<file path="src/rtl/tx_pulse_seq_ctl_if.sv">
// Hop-config handshake between the channel planner and the transmit sequencer.
// The master offers configs with hop_vld/hop_data; the sequencer answers with hop_rdy.
interface tx_pulse_seq_ctl_if;
    logic       hop_vld;
    logic [7:0] hop_data;
    logic       hop_rdy;

    modport master (
        output hop_vld,
        output hop_data,
        input  hop_rdy
    );

    modport slave (
        input  hop_vld,
        input  hop_data,
        output hop_rdy
    );
endinterface

</file>
<file path="src/rtl/tx_pulse_seq_ctl.sv">
// Per-slot transmit sequencer: PA lead, per-pulse config/settle/gate/gap, PA lag.
// Hop configs come from a small FIFO; an empty FIFO at LOAD or tx_abort ends the slot early.
module tx_pulse_seq_ctl #(
    parameter int SETTLE_CYC = 200,
    parameter int OCCUPY_CYC = 1680,
    parameter int PERIOD_CYC = 2600,
    parameter int PA_LEAD    = 400,
    parameter int PA_LAG     = 200,
    parameter int FIFO_DEPTH = 4
) (
    input  logic                    logic_clk_in,
    input  logic                    logic_rst_in,
    input  logic                    slot_start,
    input  logic [8:0]              pulse_num,
    input  logic                    tx_abort,
    tx_pulse_seq_ctl_if.slave       hop,
    output logic [7:0]              tx_feq_cfg_out,
    output logic                    cfg_update,
    output logic                    rf_gate,
    output logic                    pa_tx_en,
    output logic                    busy,
    output logic [8:0]              pulse_idx,
    output logic                    underrun_err,
    output logic                    overlap_err
);
    localparam int AW      = $clog2(FIFO_DEPTH);
    localparam int GAP_CYC = PERIOD_CYC - 1 - SETTLE_CYC - OCCUPY_CYC;

    typedef enum logic [2:0] {
        S_IDLE, S_PA_ON, S_LOAD, S_SETTLE, S_ON, S_GAP, S_PA_OFF
    } state_t;

    state_t      state, state_nxt;
    logic [15:0] cnt;
    logic [8:0]  num_q, idx_q;
    logic [7:0]  cfg_q;
    logic        ovl_q;

    logic [7:0]  mem [FIFO_DEPTH];
    logic [AW-1:0] wp, rp;
    logic [AW:0] fcnt, fcnt_nxt;
    logic        rdy_q;
    logic        empty, push, load_ok, abort_take, flush;

    function automatic logic [15:0] reload(input state_t s);
        logic [15:0] r;
        r = '0;
        case (s)
            S_PA_ON:  r = 16'(PA_LEAD - 1);
            S_SETTLE: r = 16'(SETTLE_CYC - 1);
            S_ON:     r = 16'(OCCUPY_CYC - 1);
            S_GAP:    r = 16'(GAP_CYC - 1);
            S_PA_OFF: r = 16'(PA_LAG - 1);
            default:  r = '0;
        endcase
        return r;
    endfunction

    assign empty      = (fcnt == '0);
    assign push       = hop.hop_vld && rdy_q;
    assign abort_take = tx_abort && (state != S_IDLE) && (state != S_PA_OFF);
    // An aborting LOAD does not pop, so the config output keeps its old value.
    assign load_ok    = (state == S_LOAD) && !empty && !tx_abort;
    assign flush      = ((state == S_LOAD) && empty) || abort_take;
    assign hop.hop_rdy = rdy_q;

    always_comb begin
        fcnt_nxt = fcnt;
        if (flush)
            fcnt_nxt = '0;
        else if (push && !load_ok)
            fcnt_nxt = fcnt + 1'b1;
        else if (!push && load_ok)
            fcnt_nxt = fcnt - 1'b1;
    end

    always_ff @(posedge logic_clk_in or posedge logic_rst_in) begin
        if (logic_rst_in) begin
            wp    <= '0;
            rp    <= '0;
            fcnt  <= '0;
            rdy_q <= 1'b0;
        end else begin
            fcnt  <= fcnt_nxt;
            rdy_q <= (fcnt_nxt != (AW+1)'(FIFO_DEPTH));
            if (flush) begin
                wp <= '0;
                rp <= '0;
            end else begin
                if (push)
                    wp <= wp + 1'b1;
                if (load_ok)
                    rp <= rp + 1'b1;
            end
        end
    end

    always_ff @(posedge logic_clk_in) begin
        if (push)
            mem[wp] <= hop.hop_data;
    end

    always_ff @(posedge logic_clk_in or posedge logic_rst_in) begin
        if (logic_rst_in) begin
            state <= S_IDLE;
            cnt   <= '0;
            num_q <= '0;
            idx_q <= '0;
            cfg_q <= 8'h84;
            ovl_q <= 1'b0;
        end else begin
            state <= state_nxt;
            // Every timed state reloads on entry and leaves when the count hits zero.
            if (state_nxt != state)
                cnt <= reload(state_nxt);
            else if (cnt != 16'd0)
                cnt <= cnt - 16'd1;
            if ((state == S_IDLE) && (state_nxt == S_PA_ON)) begin
                num_q <= pulse_num;
                idx_q <= '0;
            end else if ((state == S_GAP) && (state_nxt == S_LOAD)) begin
                idx_q <= idx_q + 9'd1;
            end
            if (load_ok)
                cfg_q <= mem[rp];
            ovl_q <= slot_start && (state != S_IDLE);
        end
    end

    always_comb begin
        state_nxt = state;
        case (state)
            S_IDLE:   if (slot_start && !tx_abort && (pulse_num != 9'd0)) state_nxt = S_PA_ON;
            S_PA_ON:  if (cnt == 16'd0) state_nxt = S_LOAD;
            S_LOAD:   state_nxt = empty ? S_PA_OFF : S_SETTLE;
            S_SETTLE: if (cnt == 16'd0) state_nxt = S_ON;
            S_ON:     if (cnt == 16'd0) state_nxt = S_GAP;
            S_GAP:    if (cnt == 16'd0) state_nxt = (idx_q == num_q - 9'd1) ? S_PA_OFF : S_LOAD;
            S_PA_OFF: if (cnt == 16'd0) state_nxt = S_IDLE;
            default:  state_nxt = S_IDLE;
        endcase
        if (abort_take)
            state_nxt = S_PA_OFF;
    end

    always_comb begin
        rf_gate        = (state == S_ON);
        pa_tx_en       = (state != S_IDLE);
        busy           = (state != S_IDLE);
        cfg_update     = (state == S_SETTLE) && (cnt == 16'(SETTLE_CYC - 1));
        underrun_err   = (state == S_LOAD) && empty;
        overlap_err    = ovl_q;
        tx_feq_cfg_out = cfg_q;
        pulse_idx      = idx_q;
    end
endmodule

</file>
<file path="src/flat_wrapper.sv">
// flat-port wrapper written by rule: the top's interface ports become plain ports
module tx_pulse_seq_ctl_flat 
#(
    parameter int SETTLE_CYC = 200,
    parameter int OCCUPY_CYC = 1680,
    parameter int PERIOD_CYC = 2600,
    parameter int PA_LEAD    = 400,
    parameter int PA_LAG     = 200,
    parameter int FIFO_DEPTH = 4
)
  (logic_clk_in, logic_rst_in, slot_start, pulse_num, tx_abort, tx_feq_cfg_out, cfg_update, rf_gate, pa_tx_en, busy, pulse_idx, underrun_err, overlap_err, hop_hop_vld, hop_hop_data, hop_hop_rdy);
  tx_pulse_seq_ctl_if hop_i ();
  input  logic logic_clk_in;
  input  logic logic_rst_in;
  input  logic slot_start;
  input  logic [8:0] pulse_num;
  input  logic tx_abort;
  output logic [7:0] tx_feq_cfg_out;
  output logic cfg_update;
  output logic rf_gate;
  output logic pa_tx_en;
  output logic busy;
  output logic [8:0] pulse_idx;
  output logic underrun_err;
  output logic overlap_err;
  input wire logic [$bits(hop_i.hop_vld)-1:0] hop_hop_vld;
  input wire logic [$bits(hop_i.hop_data)-1:0] hop_hop_data;
  output wire logic [$bits(hop_i.hop_rdy)-1:0] hop_hop_rdy;
  assign hop_i.hop_vld = hop_hop_vld;
  assign hop_i.hop_data = hop_hop_data;
  assign hop_hop_rdy = hop_i.hop_rdy;
  tx_pulse_seq_ctl #(.SETTLE_CYC(SETTLE_CYC), .OCCUPY_CYC(OCCUPY_CYC), .PERIOD_CYC(PERIOD_CYC), .PA_LEAD(PA_LEAD), .PA_LAG(PA_LAG), .FIFO_DEPTH(FIFO_DEPTH)) u_core (.logic_clk_in(logic_clk_in), .logic_rst_in(logic_rst_in), .slot_start(slot_start), .pulse_num(pulse_num), .tx_abort(tx_abort), .hop(hop_i), .tx_feq_cfg_out(tx_feq_cfg_out), .cfg_update(cfg_update), .rf_gate(rf_gate), .pa_tx_en(pa_tx_en), .busy(busy), .pulse_idx(pulse_idx), .underrun_err(underrun_err), .overlap_err(overlap_err));
endmodule
</file>
<file path="config.mk">
export PLATFORM = sky130hd
export DESIGN_NAME = tx_pulse_seq_ctl_flat
export DESIGN_NICKNAME = d
export VERILOG_FILES = /design/src/rtl/tx_pulse_seq_ctl_if.sv /design/src/rtl/tx_pulse_seq_ctl.sv /design/src/flat_wrapper.sv
export SDC_FILE = /design/constraint.sdc
export NUM_CORES = 1
export LEC_CHECK = 0
export ABC_AREA = 1
export CAP_MARGIN = 40
export CORE_MARGIN = 4
export CORE_UTILIZATION = 40
export CTS_BUF_LIST = sky130_fd_sc_hd__clkbuf_8
export DETAILED_ROUTE_END_ITERATION = 16
export SETUP_SLACK_MARGIN = 0.02
export SLEW_MARGIN = 10
export SYNTH_ARGS = -nofsm -noshare
export SYNTH_HDL_FRONTEND = slang
export SYNTH_SLANG_ARGS = --single-unit
</file>
<file path="constraint.sdc">
create_clock -name logic_clk_in -period 6 [get_ports logic_clk_in]
set_input_delay 1.8 -clock logic_clk_in [delete_from_list [all_inputs] [get_ports logic_clk_in]]
set_output_delay 1.8 -clock logic_clk_in [all_outputs]
set_load 0.01 [all_outputs]
</file>
==> results.json, run 1 <==
{
  "grt_max_degree": 55,
  "cp_top_family": "simple AND/OR/NAND/NOR gates",
  "grt_pass1_wl_mm": 16.9,
  "synth_compound_area_frac": 0.0822,
  "required_ps": 4200,
  "max_slew_margin": 0.468,
  "slew_viol_final": 0,
  "min_period_over_period": 0.672,
  "p_leak_uw": 0.00244,
  "async_flop_share": 0.628,
  "syn_area_mm2": 0.00463,
  "ios": 46,
  "r2r_slack_ps": 3400,
  "clock_latency_ps": 380,
  "power_density_mw_per_mm2": 502,
  "synth.most_common_cell": "nand2_1",
  "synth_edf_count": 32,
  "cts_tree": "built",
  "ys_ff_latch": 86,
  "syn2layout_area_growth_pct": 16.6,
  "firstDrtPassIters": 4,
  "core_region_area_mm2": 0.0114,
  "dp_cells": 738,
  "worstSetupStartpointType": "flip-flop",
  "first_global_vias": 3583,
  "crit_path_end_kind": "primary output",
  "finalHoldViolations": 0,
  "synth_area_leaders": "dfrtp_1 (28%), edfxtp_1 (21%), nand2_1 (11%), nor2_1 (7.3%), inv_1 (5.2%)",
  "layout-drive-gt1-share": 0.0851,
  "fin_crit_ps": 4030,
  "yosys_warnings": 0,
  "worst_slack_ps": 1970,
  "drt_iter0_drc": 211,
  "synth_adder_area_share": 0.0297,
  "hold_class": "flip-flop to flip-flop",
  "cpPeakStageDelay_ps": 560,
  "h-tree-depth": 3,
  "worstSetupPathType": "flip-flop to primary output",
  "min_path_cells": 2,
  "placed_area_mm2": 0.00522,
  "cts_inserted_buffers": 9,
  "drc": 0,
  "stdcell_count": 754,
  "synth-xor-area-share": 0.0341,
  "cts_root_buf": "clkbuf_8",
  "ir_worst_vdd_mv": 0.215,
  "setup_tns_ps": 0,
  "cp_num_buf_inv": 2,
  "worst_path_most_repeated_cell": "nand2_1",
  "synth_top_family_by_area": "simple AND/OR/NAND/NOR gates",
  "pre_cts_ws_ps": 2220,
  "globalplace.congestion": 0.894,
  "cap_violations": 0,
  "r2r_start": "u_core.cnt[0]$_DFFE_PP0P_",
  "synth_top_area_share": 0.281,
  "ys_types": 43,
  "drt-total-wl_mm": 10.0,
  "clk_pin_slew_ps": 90,
  "clock_path_buffers": 2,
  "dieArea_mm2": 0.0134,
  "start_util": 0.407,
  "path_max_fanout": 3,
  "cp.arrival_ps": 2230,
  "fin_nets": 639,
  "cts_sinks": 86,
  "skew_ps": 8.37,
  "syn_avg_cell_area_um2": 8.30,
  "ff2ff_path_depth": 15,
  "outcome": "completed",
  "path_cells": "nor2_1 > nand2_1 > nor2_1 > nand2_1 > inv_2 > nand2_1 > nor3_1 > clkdlybuf4s50_1",
  "rr_endpoint": "u_core.pulse_idx[1]$_DFFE_PP0P_",
  "cts_setup_buffers": 0,
  "synth.mux.area_fraction": 0,
  "yosysTopAreaCell": "dfrtp_1",
  "synth-simple-area-share": 0.282,
  "gr-usage-all-layers": 0.162,
  "ys_top_cells_by_count": "nand2_1 (131), nor2_1 (90), inv_1 (64), dfrtp_1 (52), o21ai_0 (36)",
  "via_count": 3658,
  "tightest_slew_ps": 795,
  "wl_per_cell_um": 13.3,
  "dieHeight_um": 116,
  "place_hpwl_mm": 7.23,
  "grt-ovfl-total": 0,
  "synth_cells": 558,
  "synth_ff_type": "dfrtp_1",
  "diodes": 0,
  "setup_viol": 0,
  "syn-num-nets": 591,
  "die_w_um": 116,
  "std_cell_rows": 39,
  "min_from": "u_core.tx_feq_cfg_out[2]$_DFFE_PP1P_",
  "fmax_ghz": 0.248,
  "ys_seq_area_frac": 0.500,
  "holdPathEnd": "u_core.tx_feq_cfg_out[2]$_DFFE_PP1P_",
  "antenna_found_initial": 0,
  "avgViaCountPerCell": 4.85,
  "rsz0062_at_grt": "false",
  "hold_buffers": 0,
  "cts_resized": 0,
  "portBuffers": 45,
  "final_cell_area_mm2": 0.00540,
  "antenna_left": 0,
  "power_uw": 2710,
  "cpMaxStageDelayCell": "clkdlybuf4s50_1",
  "n_fill_cell": 1118
}
## area by class of cell
class                      count  area [um2]  share of cell area
multi-input combinational    389        1980               0.367
timing repair buffer          47         465              0.0862
sequential                    86        2310               0.429
inverter                      73         278              0.0514
tap                          143         179              0.0331
clock inverter                 7        55.1              0.0102
clock buffer                   9         124              0.0229
## per-stage QoR
| stage | util | hold slack (ps) |
|---|---|---|
| 3_5_place_dp | 0.459 | 498 |
| 3_3_place_gp | 0.459 | 498 |
| 6_report | 0.475 | 508 |
| 2_1_floorplan | - | 475 |
| 5_1_grt | 0.475 | 546 |
| 4_1_cts | 0.475 | 511 |
## worst min-delay path, cell delays in order, from the launching register on
cell and delay [ps]:
dfstp_2 380, nor2_1 90, a31oi_1 40
## placed cells by master (no fill, tap or decap), drive strengths merged
master,n
xnor2,8
a31oi,8
buf,2
a21oi,14
clkinvlp,1
o211ai,2
and2,1
edfxtp,32
nor3,13
a211oi,2
xor2,10
clkinv,3
nand3b,2
dfstp,2
nand3,35
ha,11
clkdlybuf4s50,45
nand2,141
and3,1
nand4,7
clkbuf,9
inv,76
nor2,94
o21ai,40
dfrtp,52
## power breakdown
part	leakage [uW]	internal [uW]	switching [uW]	total, uW
Sequential	0.000969	803	185	988
Clock	0.0000924	155	226	381
Combinational	0.00138	513	830	1340
Total	0.00244	1470	1240	2710
## worst max path at each step
stage / startpoint / to / slack, ps / depth (start not counted)
floorplan: logic_rst_in / u_core.cnt[0]$_DFFE_PP0P_ / 2890 / 1
global route: u_core.cnt[8]$_DFFE_PP0P_ / cfg_update / 1750 / 8
finish: u_core.cnt[8]$_DFFE_PP0P_ / cfg_update / 1970 / 8
detailed placement: tx_abort / u_core.hop.hop_rdy$_DFF_PP0_ / 2220 / 9
global placement: pulse_num[7] / u_core.cnt[9]$_DFFE_PP0P_ / 2300 / 14
CTS: u_core.cnt[8]$_DFFE_PP0P_ / cfg_update / 1940 / 8
## state kept, by name (all words and copies together) (netlist names)
signal / count
u_core.tx_feq_cfg_out: 8
u_core.cnt: 16
u_core.mem: 32
u_core.overlap_err: 1
u_core.hop.hop_rdy: 1
u_core.state: 3
u_core.wp: 2
u_core.fcnt: 3
u_core.num_q: 9
u_core.rp: 2
u_core.pulse_idx: 9
## cell families (layout without fill, tap and decap cells)
logic type               count (synthesis)  in the layout
AND/OR/NAND/NOR                        294            294
flip-flops                              86             86
buffers and inverters                   83            136
AO/OA/AOI/OAI                           66             66
XOR/XNOR                                18             18
adder cells (fa/ha/maj)                 11             11
## routing by layer
layer / track usage / up-vias / part of all wire
met3: 0.0397 / 7 / 0.031
li1: - / 1886 / -
met5: 0 / - / 0
met2: 0.267 / 52 / 0.49
met4: 0.0540 / 0 / 0.013
met1: 0.209 / 1713 / 0.47
(Power assumes the default switching activity.)
==> inputs of run 2 (changes only) <==
- clock period: 6 -> 4.22 ns (I/O delays scaled with it)
==> run 2 against run 1 <==
Critical path type unchanged. Worst setup slack worse by 1200 ps. Register-to-register slack lost 1800 ps. Core utilization increased by 0.34 points.
==> results.json, run 2 (synthesis gave the netlist of run 1 again) <==
{
  "grt-ovfl-total": 0,
  "stdcell_count": 755,
  "gr-usage-all-layers": 0.161,
  "clock_latency_ps": 370,
  "fin_crit_ps": 3450,
  "drc": 0,
  "h-tree-depth": 3,
  "p_sw_uw": 1770,
  "setup_viol": 0,
  "drt_iter0_drc": 228,
  "mostFrequentLayoutCells": "nand2_1 (131), nor2_1 (90), inv_1 (63), dfrtp_1 (52), clkdlybuf4s50_1 (45)",
  "first_global_vias": 3463,
  "cts_tree": "built",
  "biggestRegsByFlops": "u_core.mem (32), u_core.cnt (16)",
  "p_leak_uw": 0.00245,
  "final_common_cell": "nand2_1",
  "crit_path_end_kind": "primary output",
  "highest_layer": "met4",
  "met1Wirelength_mm": 4.66,
  "via_count": 3639,
  "diodes": 0,
  "min_path_cells": 2,
  "dp_cells": 739,
  "fin_nets": 640,
  "min_from": "u_core.tx_feq_cfg_out[2]$_DFFE_PP1P_",
  "core_region_area_mm2": 0.0114,
  "holdPathEnd": "u_core.tx_feq_cfg_out[2]$_DFFE_PP1P_",
  "fin_hold_ws_ps": 512,
  "regArea_mm2": 0.00231,
  "ir_worst_vdd_mv": 0.415,
  "skew_ps": 13.8,
  "setup_tns_ps": 0,
  "layout-drive-gt1-share": 0.0882,
  "power_density_mw_per_mm2": 724,
  "top_register": "u_core.mem",
  "worstSetupPathType": "flip-flop to primary output",
  "dieHeight_um": 116,
  "slew_viol_final": 0,
  "largest_reg_flops": 32,
  "cts_inserted_buffers": 9,
  "cap_violations": 0,
  "dr_wl_met2_mm": 4.93,
  "pwr-share-clk": 0.157,
  "route.met3.wl_um": 318,
  "seq_power_share": 0.356,
  "cts_setup_buffers": 0,
  "rr_endpoint": "u_core.pulse_idx[1]$_DFFE_PP0P_",
  "clock_path_buffers": 2,
  "n_fill_cell": 1091,
  "r2r_start": "u_core.cnt[0]$_DFFE_PP0P_",
  "firstDrtPassIters": 4,
  "fmax_ghz": 0.290,
  "std_cell_rows": 39,
  "antenna_left": 0,
  "wl_per_cell_um": 13.2,
  "grt_pass1_wl_mm": 16.7,
  "start_util": 0.407,
  "dieArea_mm2": 0.0134,
  "globalplace.congestion": 0.874,
  "rsz0062_at_grt": "false",
  "hold_class": "flip-flop to flip-flop",
  "outcome": "completed",
  "avgViaCountPerCell": 4.82,
  "min_period_over_period": 0.818,
  "fin_util": 0.478,
  "required_ps": 2950,
  "antenna_found_initial": 0,
  "ff2ff_path_depth": 15,
  "finalHoldViolations": 0,
  "swShare": 0.449,
  "portBuffers": 45,
  "ios": 46,
  "combPwrFrac": 0.487,
  "p_int_uw": 2170,
  "cp.arrival_ps": 2190,
  "hold_buffers": 0,
  "r2r_slack_ps": 1620,
  "max_slew_margin": 0.445,
  "syn2layout_area_growth_pct": 17.5,
  "cts_root_buf": "clkbuf_8",
  "clk_pin_slew_ps": 100,
  "tightest_slew_ps": 830,
  "place_hpwl_mm": 7.37,
  "drt-total-wl_mm": 10.0,
  "worstSetupStartpointType": "flip-flop",
  "multi_input_area_mm2": 0.00198,
  "cts_sinks": 86,
  "cts_resized": 0,
  "grt_max_degree": 35,
  "die_w_um": 116,
  "path_max_fanout": 3
}
==> run 2: changes by cell type in the layout (fill, tap and decap cells not counted), sizes merged <==
| cell | previous run | this run |
|---|---|---|
| buf | 2 | 3 |
| bufinv | 0 | 1 |
| clkbuf | 9 | 10 |
| clkinv | 3 | 2 |
| inv | 76 | 75 |
==> run 2: power by group through the flow <==
stage	clock network [uW]	logic [uW]	registers (uW)
4_1_cts	640	1940	1400
6_report	618	1920	1400
3_5_place_dp	0	1930	1420
3_3_place_gp	0	1900	1410
5_1_grt	676	2180	1440
2_1_floorplan	0	1470	1360
==> run 2: layer usage <==
layer | vias up | global-route usage
li1 | 1891 | -
met1 | 1696 | 0.210
met2 | 46 | 0.261
met3 | 6 | 0.0433
met4 | 0 | 0.0548
met5 | - | 0
==> run 2: worst max path at each step <==
stage	start	end	cells past startpoint
CTS	u_core.cnt[13]$_DFFE_PP0P_	cfg_update	8
floorplan	logic_rst_in	u_core.cnt[0]$_DFFE_PP0P_	1
global placement	pulse_num[7]	u_core.cnt[1]$_DFFE_PP0P_	17
global route	u_core.cnt[8]$_DFFE_PP0P_	cfg_update	8
detailed placement	pulse_num[2]	u_core.cnt[1]$_DFFE_PP0P_	17
finish	u_core.cnt[13]$_DFFE_PP0P_	cfg_update	8
==> run 2: area by class of cell <==
cell class                      instances  area share
Clock buffer                           10      0.0253
Clock inverter                          6      0.0133
Inverter                               73      0.0511
Multi-Input combinational cell        389       0.365
Sequential cell                        86       0.426
Tap cell                              143      0.0329
Timing Repair Buffer                   48      0.0870
==> run 2: worst max-delay path, stage by stage (launching register included) <==
cell and delay (ps):
dfrtp_1 410, nor2_1 160, nand2_1 90, nor2_1 100
nand2_1 130, inv_2 110, nand2_1 100, nor3_1 160
clkdlybuf4s50_1 560
==> run 2: through the flow <==
step | setup slack (ps) | area, um2 | power [uW]
final | 767 | 5440 | 3940
after global routing | 599 | 5440 | 4300
after CTS | 734 | 5440 | 3980
after detailed placement | 1020 | 5230 | 3350
after global placement | 1070 | 5230 | 3310
after floorplan | 1640 | 4630 | 2830
==> inputs of run 3 (changes only) <==
- clock period: 4.22 -> 2.99 ns (I/O delays scaled with it)
==> run 3 against run 2 <==
Combinational power is 43% higher. Critical path type unchanged. Critical path depth is 5 lower. Clock power increased by 24%. Core utilization rose by 0.25 points. Via count up 2.6%. Critical endpoint is now rf_gate. Total power grew 39%. Clock-buffer cell count decreased by 1. First-iteration DRC count shrank 2.2%. Cell count up 0.66%.
==> results.json, run 3 (synthesis gave the netlist of run 1 again) <==
{
  "grt-ovfl-total": 0,
  "start_util": 0.407,
  "power_density_mw_per_mm2": 1000,
  "p_leak_uw": 0.00247,
  "setup_viol": 0,
  "largest_reg_flops": 32,
  "drt_iter0_drc": 223,
  "cts_setup_buffers": 0,
  "cp_top_family": "buffers and inverters",
  "slew_viol_final": 0,
  "min_period_over_period": 0.956,
  "ff2ff_path_depth": 15,
  "stdcell_count": 760,
  "drt-total-wl_mm": 10.1,
  "finalHoldViolations": 0,
  "clock_path_buffers": 2,
  "fin_crit_ps": 2860,
  "syn2layout_area_growth_pct": 18.1,
  "antenna_found_initial": 0,
  "first_global_vias": 3574,
  "firstDrtPassIters": 5,
  "wl_per_cell_um": 13.2,
  "cap_violations": 0,
  "outcome": "completed",
  "worstSetupPathType": "flip-flop to primary output",
  "cts_inserted_buffers": 9,
  "cp_num_buf_inv": 2,
  "hold_class": "flip-flop to flip-flop",
  "die_w_um": 116,
  "drc": 0,
  "diodes": 0,
  "globalplace.congestion": 0.880,
  "core_region_area_mm2": 0.0114,
  "r2r_start": "u_core.cnt[0]$_DFFE_PP0P_",
  "top_register": "u_core.mem",
  "ios": 46,
  "cpMaxStageDelayCell": "clkdlybuf4s50_1",
  "mostFrequentLayoutCells": "nand2_1 (131), nor2_1 (89), inv_1 (64), dfrtp_1 (51), clkdlybuf4s50_1 (44)",
  "dieHeight_um": 116,
  "fmax_ghz": 0.350,
  "clock_latency_ps": 370,
  "layout-drive-gt1-share": 0.0989,
  "dieArea_mm2": 0.0134,
  "gr-usage-all-layers": 0.158,
  "path_max_fanout": 6,
  "rr_endpoint": "u_core.pulse_idx[7]$_DFFE_PP0P_",
  "std_cell_rows": 39,
  "crit_path_end_kind": "primary output",
  "tightest_slew_ps": 568,
  "worstSetupStartpointType": "flip-flop",
  "min_path_cells": 2,
  "r2r_slack_ps": 400,
  "final_common_cell": "nand2_1",
  "required_ps": 2090,
  "cts_root_buf": "clkbuf_8",
  "dp_cells": 744,
  "cts_tree": "built",
  "grt_pass1_wl_mm": 16.7,
  "fin_nets": 645,
  "cp.depth": 3,
  "min_from": "u_core.tx_feq_cfg_out[2]$_DFFE_PP1P_",
  "clk_pin_slew_ps": 90,
  "portBuffers": 45,
  "skew_ps": 7.18,
  "max_slew_margin": 0.621,
  "antenna_left": 0,
  "rsz0062_at_grt": "true",
  "cts_sinks": 86,
  "ir_worst_vdd_mv": 0.573,
  "grt_max_degree": 35,
  "cpPeakStageDelay_ps": 620,
  "cp.arrival_ps": 1960,
  "biggestRegsByFlops": "u_core.mem (32), u_core.cnt (16)",
  "place_hpwl_mm": 7.44,
  "power_uw": 5490,
  "holdPathEnd": "u_core.tx_feq_cfg_out[2]$_DFFE_PP1P_",
  "path_cells": "inv_1 > nor3_1 > clkdlybuf4s50_1",
  "via_count": 3733,
  "h-tree-depth": 3,
  "avgViaCountPerCell": 4.91
}
-- run 3: cell count changes in the layout (fill, tap and decap cells not counted), sizes merged --
cell and change:
bufinv -1, clkbuf -1, clkdlybuf4s50 -1, buf +5, clkdlybuf4s15 +1, inv +1
clkinvlp +1
-- run 3: worst max-delay path by stage --
stage                               from                        end  slack [ps]
2_1_floorplan               logic_rst_in  u_core.cnt[0]$_DFFE_PP0P_         780
3_3_place_gp                pulse_num[7]  u_core.cnt[1]$_DFFE_PP0P_         210
3_5_place_dp                pulse_num[6]  u_core.cnt[1]$_DFFE_PP0P_         160
4_1_cts        u_core.state[1]$_DFF_PP0_               underrun_err          90
5_1_grt        u_core.state[2]$_DFF_PP0_                    rf_gate        -0.1
6_report       u_core.state[2]$_DFF_PP0_                    rf_gate         130
-- run 3: metrics by stage --
stage	TNS, ps	util	instance area [um2]	setup WS (ps)	hold WS, ps
after floorplan	0	-	4630	782	475
after global placement	0	0.464	5280	208	497
after detailed placement	0	0.464	5280	165	499
after CTS	0	0.480	5460	87.7	513
after global routing	-0.124	0.481	5470	-0.124	527
final	0	0.481	5470	132	508
-- run 3: final cells by class --
| cell class | count | area, um2 |
|---|---|---|
| Fill cell | 1084 | 5900 |
| Sequential cell | 86 | 2320 |
| Multi-Input combinational cell | 389 | 1990 |
| Timing Repair Buffer | 53 | 523 |
| Inverter | 73 | 278 |
| Tap cell | 143 | 179 |
| Clock buffer | 9 | 124 |
| Clock inverter | 7 | 56.3 |
-- run 3: tightest hold or removal path, cell delays in order (launching register included) --
cell and delay, ps:
dfstp_2 380, nor2_1 90, a31oi_1 40
-- run 3: metal layers --
metal	share of wire	up-vias	global-route usage
li1	-	1898	-
met1	0.46	1753	0.207
met2	0.49	69	0.259
met3	0.036	13	0.0355
met4	0.015	0	0.0563
met5	0	-	0
-- run 3: power by group --
group	internal (uW)	switching, uW	leakage [uW]
combinational	1050	1680	0.00141
sequential	1610	375	0.000968
clock	313	454	0.0000900
total	2980	2510	0.00247
-- run 3: timing repair --
item	4_1_cts	5_1_grt
endpoints found under the setup margin	1	2
hold buffers	0	0
hold endpoints to repair	0	0
gates cloned	0	0
gates resized for setup	1	4
